### src/rtl/segment_display_scheduler_pkg.sv
// Shared glyph constants and state type for the seven-segment display scheduler.
// Glyphs are active-low, bit0 = segment A through bit6 = segment G.
package segment_display_pkg;

    typedef enum logic {
        IDLE,
        HOLD
    } sched_state_t;

    localparam logic [6:0] SEG_BLANK = 7'h7F;
    localparam logic [6:0] SEG_DASH  = 7'h3F;
    localparam logic [6:0] SEG_ERR   = 7'h36;

    // Entry 9 is leftmost, entry 0 is rightmost.
    localparam logic [9:0][6:0] SEG_DIGIT = {
        7'h10, 7'h00, 7'h78, 7'h02, 7'h12,
        7'h19, 7'h30, 7'h24, 7'h79, 7'h40
    };

endpackage

### src/rtl/segment_display_scheduler_if.sv
// Character request bus between the producers and the display scheduler.
interface segment_display_scheduler_if #(
    parameter int NUM_REQ = 2
);

    logic [NUM_REQ-1:0]   req_valid;
    logic [8*NUM_REQ-1:0] req_char;
    logic [NUM_REQ-1:0]   req_ready;

    modport master (
        output req_valid,
        output req_char,
        input  req_ready
    );

    modport slave (
        input  req_valid,
        input  req_char,
        output req_ready
    );

endinterface

### src/rtl/segment_display_scheduler_ascii_to_segment.sv
// Combinational ASCII to active-low seven-segment decoder.
module ascii_to_segment
    import segment_display_pkg::*;
(
    input  logic [7:0] ascii,
    output logic [6:0] segments
);

    // Anything that is not a digit, dash or space shows the error glyph.
    always_comb begin
        segments = SEG_ERR;
        if (ascii >= 8'h30 && ascii <= 8'h39) begin
            segments = SEG_DIGIT[ascii[3:0]];
        end else if (ascii == 8'h2D) begin
            segments = SEG_DASH;
        end else if (ascii == 8'h20) begin
            segments = SEG_BLANK;
        end
    end

endmodule

### src/rtl/segment_display_scheduler.sv
// Round-robin scheduler that scrolls one accepted character at a time onto
// the two-digit display and then holds it for a minimum dwell time.
module segment_display_scheduler
    import segment_display_pkg::*;
#(
    parameter int NUM_REQ     = 2,
    parameter int HOLD_CYCLES = 25000000,
    localparam int GRANT_W    = $clog2(NUM_REQ),
    localparam int CNT_W      = $clog2(HOLD_CYCLES + 1)
) (
    input  logic                        i_Clk,
    input  logic                        i_Rst_L,
    segment_display_scheduler_if.slave  req_bus,
    output logic [GRANT_W-1:0]          o_Grant_Id,
    output logic                        o_Busy,
    output logic [6:0]                  o_Seg1,
    output logic [6:0]                  o_Seg2
);

    sched_state_t       state;
    logic [GRANT_W-1:0] last_grant;
    logic [GRANT_W-1:0] grant_idx;
    logic [GRANT_W-1:0] cand;
    logic               grant_found;
    logic [CNT_W-1:0]   dwell_cnt;
    logic [7:0]         grant_char;
    logic [6:0]         grant_glyph;

    // Scan starts just after the last winner so every requester gets a turn.
    always_comb begin
        grant_found = 1'b0;
        grant_idx   = '0;
        cand        = last_grant;
        for (int i = 0; i < NUM_REQ; i++) begin
            cand = (cand == GRANT_W'(NUM_REQ - 1)) ? '0 : cand + GRANT_W'(1);
            if (!grant_found && req_bus.req_valid[cand]) begin
                grant_found = 1'b1;
                grant_idx   = cand;
            end
        end
    end

    always_comb begin
        req_bus.req_ready = '0;
        if (state == IDLE && grant_found) begin
            req_bus.req_ready[grant_idx] = 1'b1;
        end
    end

    always_comb begin
        grant_char = 8'h20;
        for (int k = 0; k < NUM_REQ; k++) begin
            if (grant_idx == GRANT_W'(k)) begin
                grant_char = req_bus.req_char[8*k +: 8];
            end
        end
    end

    ascii_to_segment u_decode (
        .ascii    (grant_char),
        .segments (grant_glyph)
    );

    // The counter only reloads on accept, so it never needs to wrap.
    always_ff @(posedge i_Clk or negedge i_Rst_L) begin
        if (!i_Rst_L) begin
            state      <= IDLE;
            o_Seg1     <= SEG_BLANK;
            o_Seg2     <= SEG_BLANK;
            o_Grant_Id <= '0;
            o_Busy     <= 1'b0;
            dwell_cnt  <= '0;
            last_grant <= GRANT_W'(NUM_REQ - 1);
        end else begin
            case (state)
                IDLE: begin
                    if (grant_found) begin
                        o_Seg1     <= o_Seg2;
                        o_Seg2     <= grant_glyph;
                        last_grant <= grant_idx;
                        o_Grant_Id <= grant_idx;
                        dwell_cnt  <= CNT_W'(HOLD_CYCLES - 1);
                        o_Busy     <= 1'b1;
                        state      <= HOLD;
                    end
                end
                HOLD: begin
                    if (dwell_cnt == '0) begin
                        o_Busy <= 1'b0;
                        state  <= IDLE;
                    end else begin
                        dwell_cnt <= dwell_cnt - CNT_W'(1);
                    end
                end
                default: state <= IDLE;
            endcase
        end
    end

endmodule

### src/flat_wrapper.sv
// flat-port wrapper written by rule: the top's interface ports become plain ports
module segment_display_scheduler_flat import segment_display_pkg::*;
#(
    parameter int NUM_REQ     = 2,
    parameter int HOLD_CYCLES = 25000000,
    localparam int GRANT_W    = $clog2(NUM_REQ),
    localparam int CNT_W      = $clog2(HOLD_CYCLES + 1)
)
  (i_Clk, i_Rst_L, o_Grant_Id, o_Busy, o_Seg1, o_Seg2, req_bus_req_valid, req_bus_req_char, req_bus_req_ready);
  segment_display_scheduler_if #(.NUM_REQ(NUM_REQ)) req_bus_i ();
  input  logic i_Clk;
  input  logic i_Rst_L;
  output logic [GRANT_W-1:0] o_Grant_Id;
  output logic o_Busy;
  output logic [6:0] o_Seg1;
  output logic [6:0] o_Seg2;
  input wire logic [$bits(req_bus_i.req_valid)-1:0] req_bus_req_valid;
  input wire logic [$bits(req_bus_i.req_char)-1:0] req_bus_req_char;
  output wire logic [$bits(req_bus_i.req_ready)-1:0] req_bus_req_ready;
  assign req_bus_i.req_valid = req_bus_req_valid;
  assign req_bus_i.req_char = req_bus_req_char;
  assign req_bus_req_ready = req_bus_i.req_ready;
  segment_display_scheduler #(.NUM_REQ(NUM_REQ), .HOLD_CYCLES(HOLD_CYCLES)) u_core (.i_Clk(i_Clk), .i_Rst_L(i_Rst_L), .req_bus(req_bus_i), .o_Grant_Id(o_Grant_Id), .o_Busy(o_Busy), .o_Seg1(o_Seg1), .o_Seg2(o_Seg2));
endmodule
### config.mk
export PLATFORM = sky130hd
export DESIGN_NAME = segment_display_scheduler_flat
export DESIGN_NICKNAME = d
export VERILOG_FILES = /design/src/rtl/segment_display_scheduler_pkg.sv /design/src/rtl/segment_display_scheduler_if.sv /design/src/rtl/segment_display_scheduler_ascii_to_segment.sv /design/src/rtl/segment_display_scheduler.sv /design/src/flat_wrapper.sv
export SDC_FILE = /design/constraint.sdc
export NUM_CORES = 1
export LEC_CHECK = 0
export ABC_AREA = 1
export CAP_MARGIN = 20
export CORE_ASPECT_RATIO = 1.5
export CORE_MARGIN = 4
export CORE_UTILIZATION = 55
export DETAILED_ROUTE_END_ITERATION = 8
export DONT_BUFFER_PORTS = 1
export PLACE_DENSITY = 0.67
export SYNTH_ARGS = -nofsm -noshare
export SYNTH_HDL_FRONTEND = slang
export SYNTH_SLANG_ARGS = --single-unit
### constraint.sdc
create_clock -name i_Clk -period 2.75 [get_ports i_Clk]
set_input_delay 0.55 -clock i_Clk [delete_from_list [all_inputs] [get_ports i_Clk]]
set_output_delay 0.55 -clock i_Clk [all_outputs]
set_load 0.05 [all_outputs]
==> impl.org <==
** Global routing
- Overall fraction of global-route tracks in use :: 22.95%
- Summed over all layers, the global routing overflow is 0.
- The via count of the first global-routing pass was around 2500.
- The number of antenna violations at the first check in global routing is 0.
- Wire length of the first global-routing pass :: 11.25 mm
- Entering global routing, the biggest net connects 35 pins.

** Final layout
- Total number of nets in the final design :: 440
- Multi-input logic area :: 0.001530 mm2
- The number of antenna diodes in the final layout is 0.
- Relative to the synthesized area, the layout overhead comes to 5.102%.
- Ratio of cells with drive above 1 in the final layout :: approximately 14%
- Filler cell count :: roughly 470
- In the final layout, flip-flops and latches occupy 0.001095 mm2.

** Drt
- The first routing iteration left roughly 110 violations.
- The final layout contains routed wiring with a total length of about 6.4 mm.
- Using the TritonRoute via totals, the vias-per-cell ratio works out to 5.115.
- Number of antenna-violating nets in the routed design :: 0
- The first TritonRoute pass finished after 4 iterations.
- Detailed routing inserted a total of 2455 vias.
- Post-DR wirelength/cell :: 13.35 um
- Drt drc :: 0

** STA
- Relative slew slack :: between 60% and 70%
- Portion of the clock cycle consumed by the worst path in the final layout :: 84.72%
- Final number of hold-violating endpoints :: 0
- Total setup violations reported at the end of the flow :: 0
- For the final database, setup skew stands at approximately 0.013 ns.
- Fin. max-slew vios :: 0
- Timing would allow up to roughly 430 MHz.
- Min cycle time layout :: approximately 2.3 ns
- Setup repair after global routing left no endpoint under its margin.
- For the pin with the worst max-slew slack, the measured transition is about 0.5 ns.
- Setup TNS Final :: 0 ns

** Setup path
- Tracing the worst setup path back leads to its startpoint at u_core.last_grant.
- Dominant delay contributor by cell family on the critical path :: simple AND/OR/NAND/NOR gates
- For this run, the slowest stage of the critical path takes 0.53 ns.
- STA puts the critical path data required time at approximately 3 ns.
- Traced cell by cell, the critical path runs through nand2_1 > nand2_1 > o21ai_0 > buf_4 > ha_1 > or2_2 > nand3_1 > nand2_1 > nand3_1 > nor2_1 > a21oi_1.
- Data arrives at the worst endpoint at 2.55 ns.
- Highest fanout seen on the critical path :: 12
- The worst register-to-register path has a setup slack of approximately 0.42 ns.
- Startpoint-to-endpoint class of the critical path :: reg -> reg
- Worst r2r path cells :: 11
- Worst setup path endpoint :: u_core.o_Seg2[1]
- Launching point of the worst reg2reg path :: u_core.last_grant
- Worst r2r dst :: u_core.o_Seg2[1]
- Bufs and invs on worst path :: 1
- In this design, the critical path's most frequently occurring cell is nand2_1.
- The worst setup path is captured at a register.
- Startpoint type of the worst setup path :: register
- Critical-path top delay cell :: dfstp_2
- The critical path crosses 11 cells after its start point.

** Logic synthesis
- A synthesized cell averages between 6 and 7 um2.
- Post-synthesis share of cell area spent on full adders, half adders and majority gates :: ~3.1%
- After synthesis, the largest family of logic cells by area is simple AND/OR/NAND/NOR gates.
- XOR/XNOR share of the synthesized area :: around 3.7%
- Compound-gate portion of the synthesized area :: about 8.3%
- In this run, synthesis produced a sequential element count of 43.
- Of the total synthesized cell area, the portion taken by AND, OR, NAND and NOR gates is 38.33%.
- Synthesized area :: about 0.0029 mm2
- Portion of the post-synthesis area used by sequential elements :: 38.16%
- Synthesis produced approximately 400 cells.
- Yosys mapped the design onto 29 distinct sky130hd cell types.
- Synthesis Warnings :: 0
- Counting every net in the synthesized netlist gives between 400 and 500.
- After synthesis, the share of cell area in mux cells is 0%.

** Pwr
- Combinational logic burns roughly 7.2% of the power.
- Clock share of power :: 35.4%
- Switching power share of the total :: between 20% and 30%
- IR analysis of the VDD net gives a maximum drop of between 0.2 and 0.3 mV.
- Power density over the cells :: around 370 mW/mm2
- In this run the power spent charging and discharging nets is ~0.00027 W.
- Share of power burned in registers :: between 50% and 60%
- Internal portion of total power :: around 0.00084 W
- The analysis attributes to cell leakage a power of between 1 and 1.5 nW.
- Total power after layout :: ~0.0011 W

** Clocking
- Clock transition at the register clock pins on the worst setup and hold paths after CTS :: roughly 0.09 ns
- TritonCTS built the clock tree.
- The number of clock buffers added by TritonCTS is 5.
- Total number of H-tree levels :: 2
- The clock passes through at most 2 buffers.
- Once the clock tree was built, the resizer swapped 0 gates to a different size.
- Clock Latency Late Sink :: 0.30 ns
- The root buffer cell chosen for the clock tree is clkbuf_8.
- Clock tree synthesis found a total of 43 sinks.

** Placed design
- After legalization and detailed placement, the total HPWL measured 4.872 mm.
- During placement, the flow inserted port buffers numbering 0.
- Global placement routability congestion :: 0.8784

** Floorplan
- Top-Level Pins :: 38
- Area of the core region :: between 0.004 and 0.005 mm2
- Width of the chip :: around 67 um
- Die area :: approximately 0.0065 mm2
- Chip Height :: 96.46 um
- Starting utilization of the core area :: about 58%
- Row Count :: 31

** Flow run
- Max Cap Viol :: 0

** Status
- The flow ran to the end, and the final reports show no timing, DRC or antenna violations.

** Hold path
- Path class of the lowest-slack min-delay path :: in -> async
through the flow:
| step | cell area (um2) | std cells | setup WS, ns | hold slack [ns] | utilization, % |
|---|---|---|---|---|---|
| finish | 3015 | 480 | 0.4201 | 0.06447 | 61.21 |
| detailed placement | 2912 | 471 | 0.3169 | 0.2555 | 59.11 |
| global route | 3015 | 480 | 0.1213 | 0.06009 | 61.21 |
| floorplan | 2869 | 410 | 0.4533 | 0.2544 | - |
| CTS | 3015 | 480 | 0.4035 | 0.06211 | 61.21 |
| global placement | 2912 | 471 | 0.4150 | 0.2555 | 59.11 |
worst min-delay path by stage:
stage / from / to / slack, ns
floorplan: i_Rst_L / u_core.dwell_cnt[0] / 0.25
detailed placement: i_Rst_L / u_core.dwell_cnt[3] / 0.26
finish: i_Rst_L / u_core.dwell_cnt[11] / 0.06
CTS: i_Rst_L / u_core.dwell_cnt[11] / 0.06
global route: i_Rst_L / u_core.dwell_cnt[11] / 0.06
global placement: i_Rst_L / u_core.dwell_cnt[3] / 0.26
power groups by stage:
stage	Clock [W]	Combinational, W	Sequential (W)
after global placement	0	0.0000678	0.000650
after global routing	0.000436	0.0000939	0.000639
after detailed placement	0	0.0000684	0.000650
final	0.000394	0.0000795	0.000639
after CTS	0.000411	0.0000802	0.000639
after floorplan	0	0.0000540	0.000650
Yosys cell counts:
master	number	share of area, %
xnor2_1	8	2.4
o21ai_2	18	5.5
clkbuf_1	1	0.13
buf_2	2	0.35
inv_1	40	5.2
a21oi_1	3	0.52
nand2_2	2	0.44
o21ai_1	1	0.17
inv_2	3	0.39
buf_6	4	1.6
nand4_1	8	1.7
dfrtp_1	28	24
nor2_2	2	0.44
buf_4	2	0.52
nor2_1	65	8.5
buf_1	1	0.13
o21bai_1	2	0.52
o21ai_0	9	1.6
clkinv_2	1	0.17
nand3_1	30	5.2
ha_1	7	3.1
or2_2	1	0.22
xor2_1	4	1.2
nand2_8	2	1.4
nor2_4	1	0.39
nand2_1	147	19
nor3_1	2	0.35
nand2_4	1	0.39
dfstp_2	15	14
flip-flops by register name (all words and copies together), names as in the netlist:
register           count
u_core.last_grant      1
u_core.o_Busy          1
u_core.o_Seg1          7
u_core.state           1
u_core.o_Grant_Id      1
u_core.o_Seg2          7
u_core.dwell_cnt      25
layer usage:
| metal | wire, um | track usage [%] | up-vias |
|---|---|---|---|
| met5 | 0 | 0 | - |
| li1 | - | - | 1281 |
| met3 | 243 | 4.051 | 19 |
| met2 | 3366 | 42.22 | 45 |
| met4 | 299 | 13.54 | 0 |
| met1 | 2500 | 23.84 | 1110 |
timing repair:
item,CTS,global route
hold buffers,1,0
hold endpoints to repair,28,0
setup buffers,0,0
final cells by class:
class | instances | share of cell area, %
Inverter | 44 | 5.519
Sequential cell | 43 | 36.31
Timing Repair Buffer | 6 | 1.909
Clock inverter | 2 | 0.3734
Tap cell | 66 | 2.739
Clock buffer | 6 | 2.407
Multi-Input combinational cell | 313 | 50.75
worst register-to-register path, stage by stage, from the launching register on:
cell	delay (ns)
dfstp_2	0.53
nand2_1	0.11
nand2_1	0.29
o21ai_0	0.16
buf_4	0.16
ha_1	0.21
or2_2	0.30
nand3_1	0.10
nand2_1	0.07
nand3_1	0.11
nor2_1	0.08
a21oi_1	0.14
kinds of logic after synthesis:
| group | Yosys count |
|---|---|
| AND/OR/NAND/NOR | 261 |
| adder cells (fa/ha/maj) | 7 |
| XOR/XNOR | 12 |
| AO/OA/AOI/OAI | 33 |
| buffers and inverters | 54 |
| flip-flops | 43 |
layout by cell type (no fill, tap or decap):
cell | netlist | final
dfrtp_1 | 28 | 28
inv_1 | 40 | 40
clkinv_2 | 1 | 2
nor3_1 | 2 | 2
inv_2 | 3 | 3
buf_12 | 0 | 1
nor2_1 | 65 | 65
buf_4 | 2 | 5
ha_1 | 7 | 7
nand2_8 | 2 | 2
nor2_4 | 1 | 1
nand2_1 | 147 | 147
clkbuf_8 | 0 | 5
dfstp_2 | 15 | 15
nor2_2 | 2 | 2
nand2_2 | 2 | 2
or2_2 | 1 | 1
o21ai_2 | 18 | 18
xor2_1 | 4 | 4
a21oi_1 | 3 | 3
o21bai_1 | 2 | 2
o21ai_0 | 9 | 9
nand2_4 | 1 | 1
clkbuf_1 | 1 | 1
inv_4 | 0 | 1
nand3_1 | 30 | 30
nand4_1 | 8 | 8
o21ai_1 | 1 | 1
xnor2_1 | 8 | 8
No activity file was read; power rests on OpenSTA's default activity.
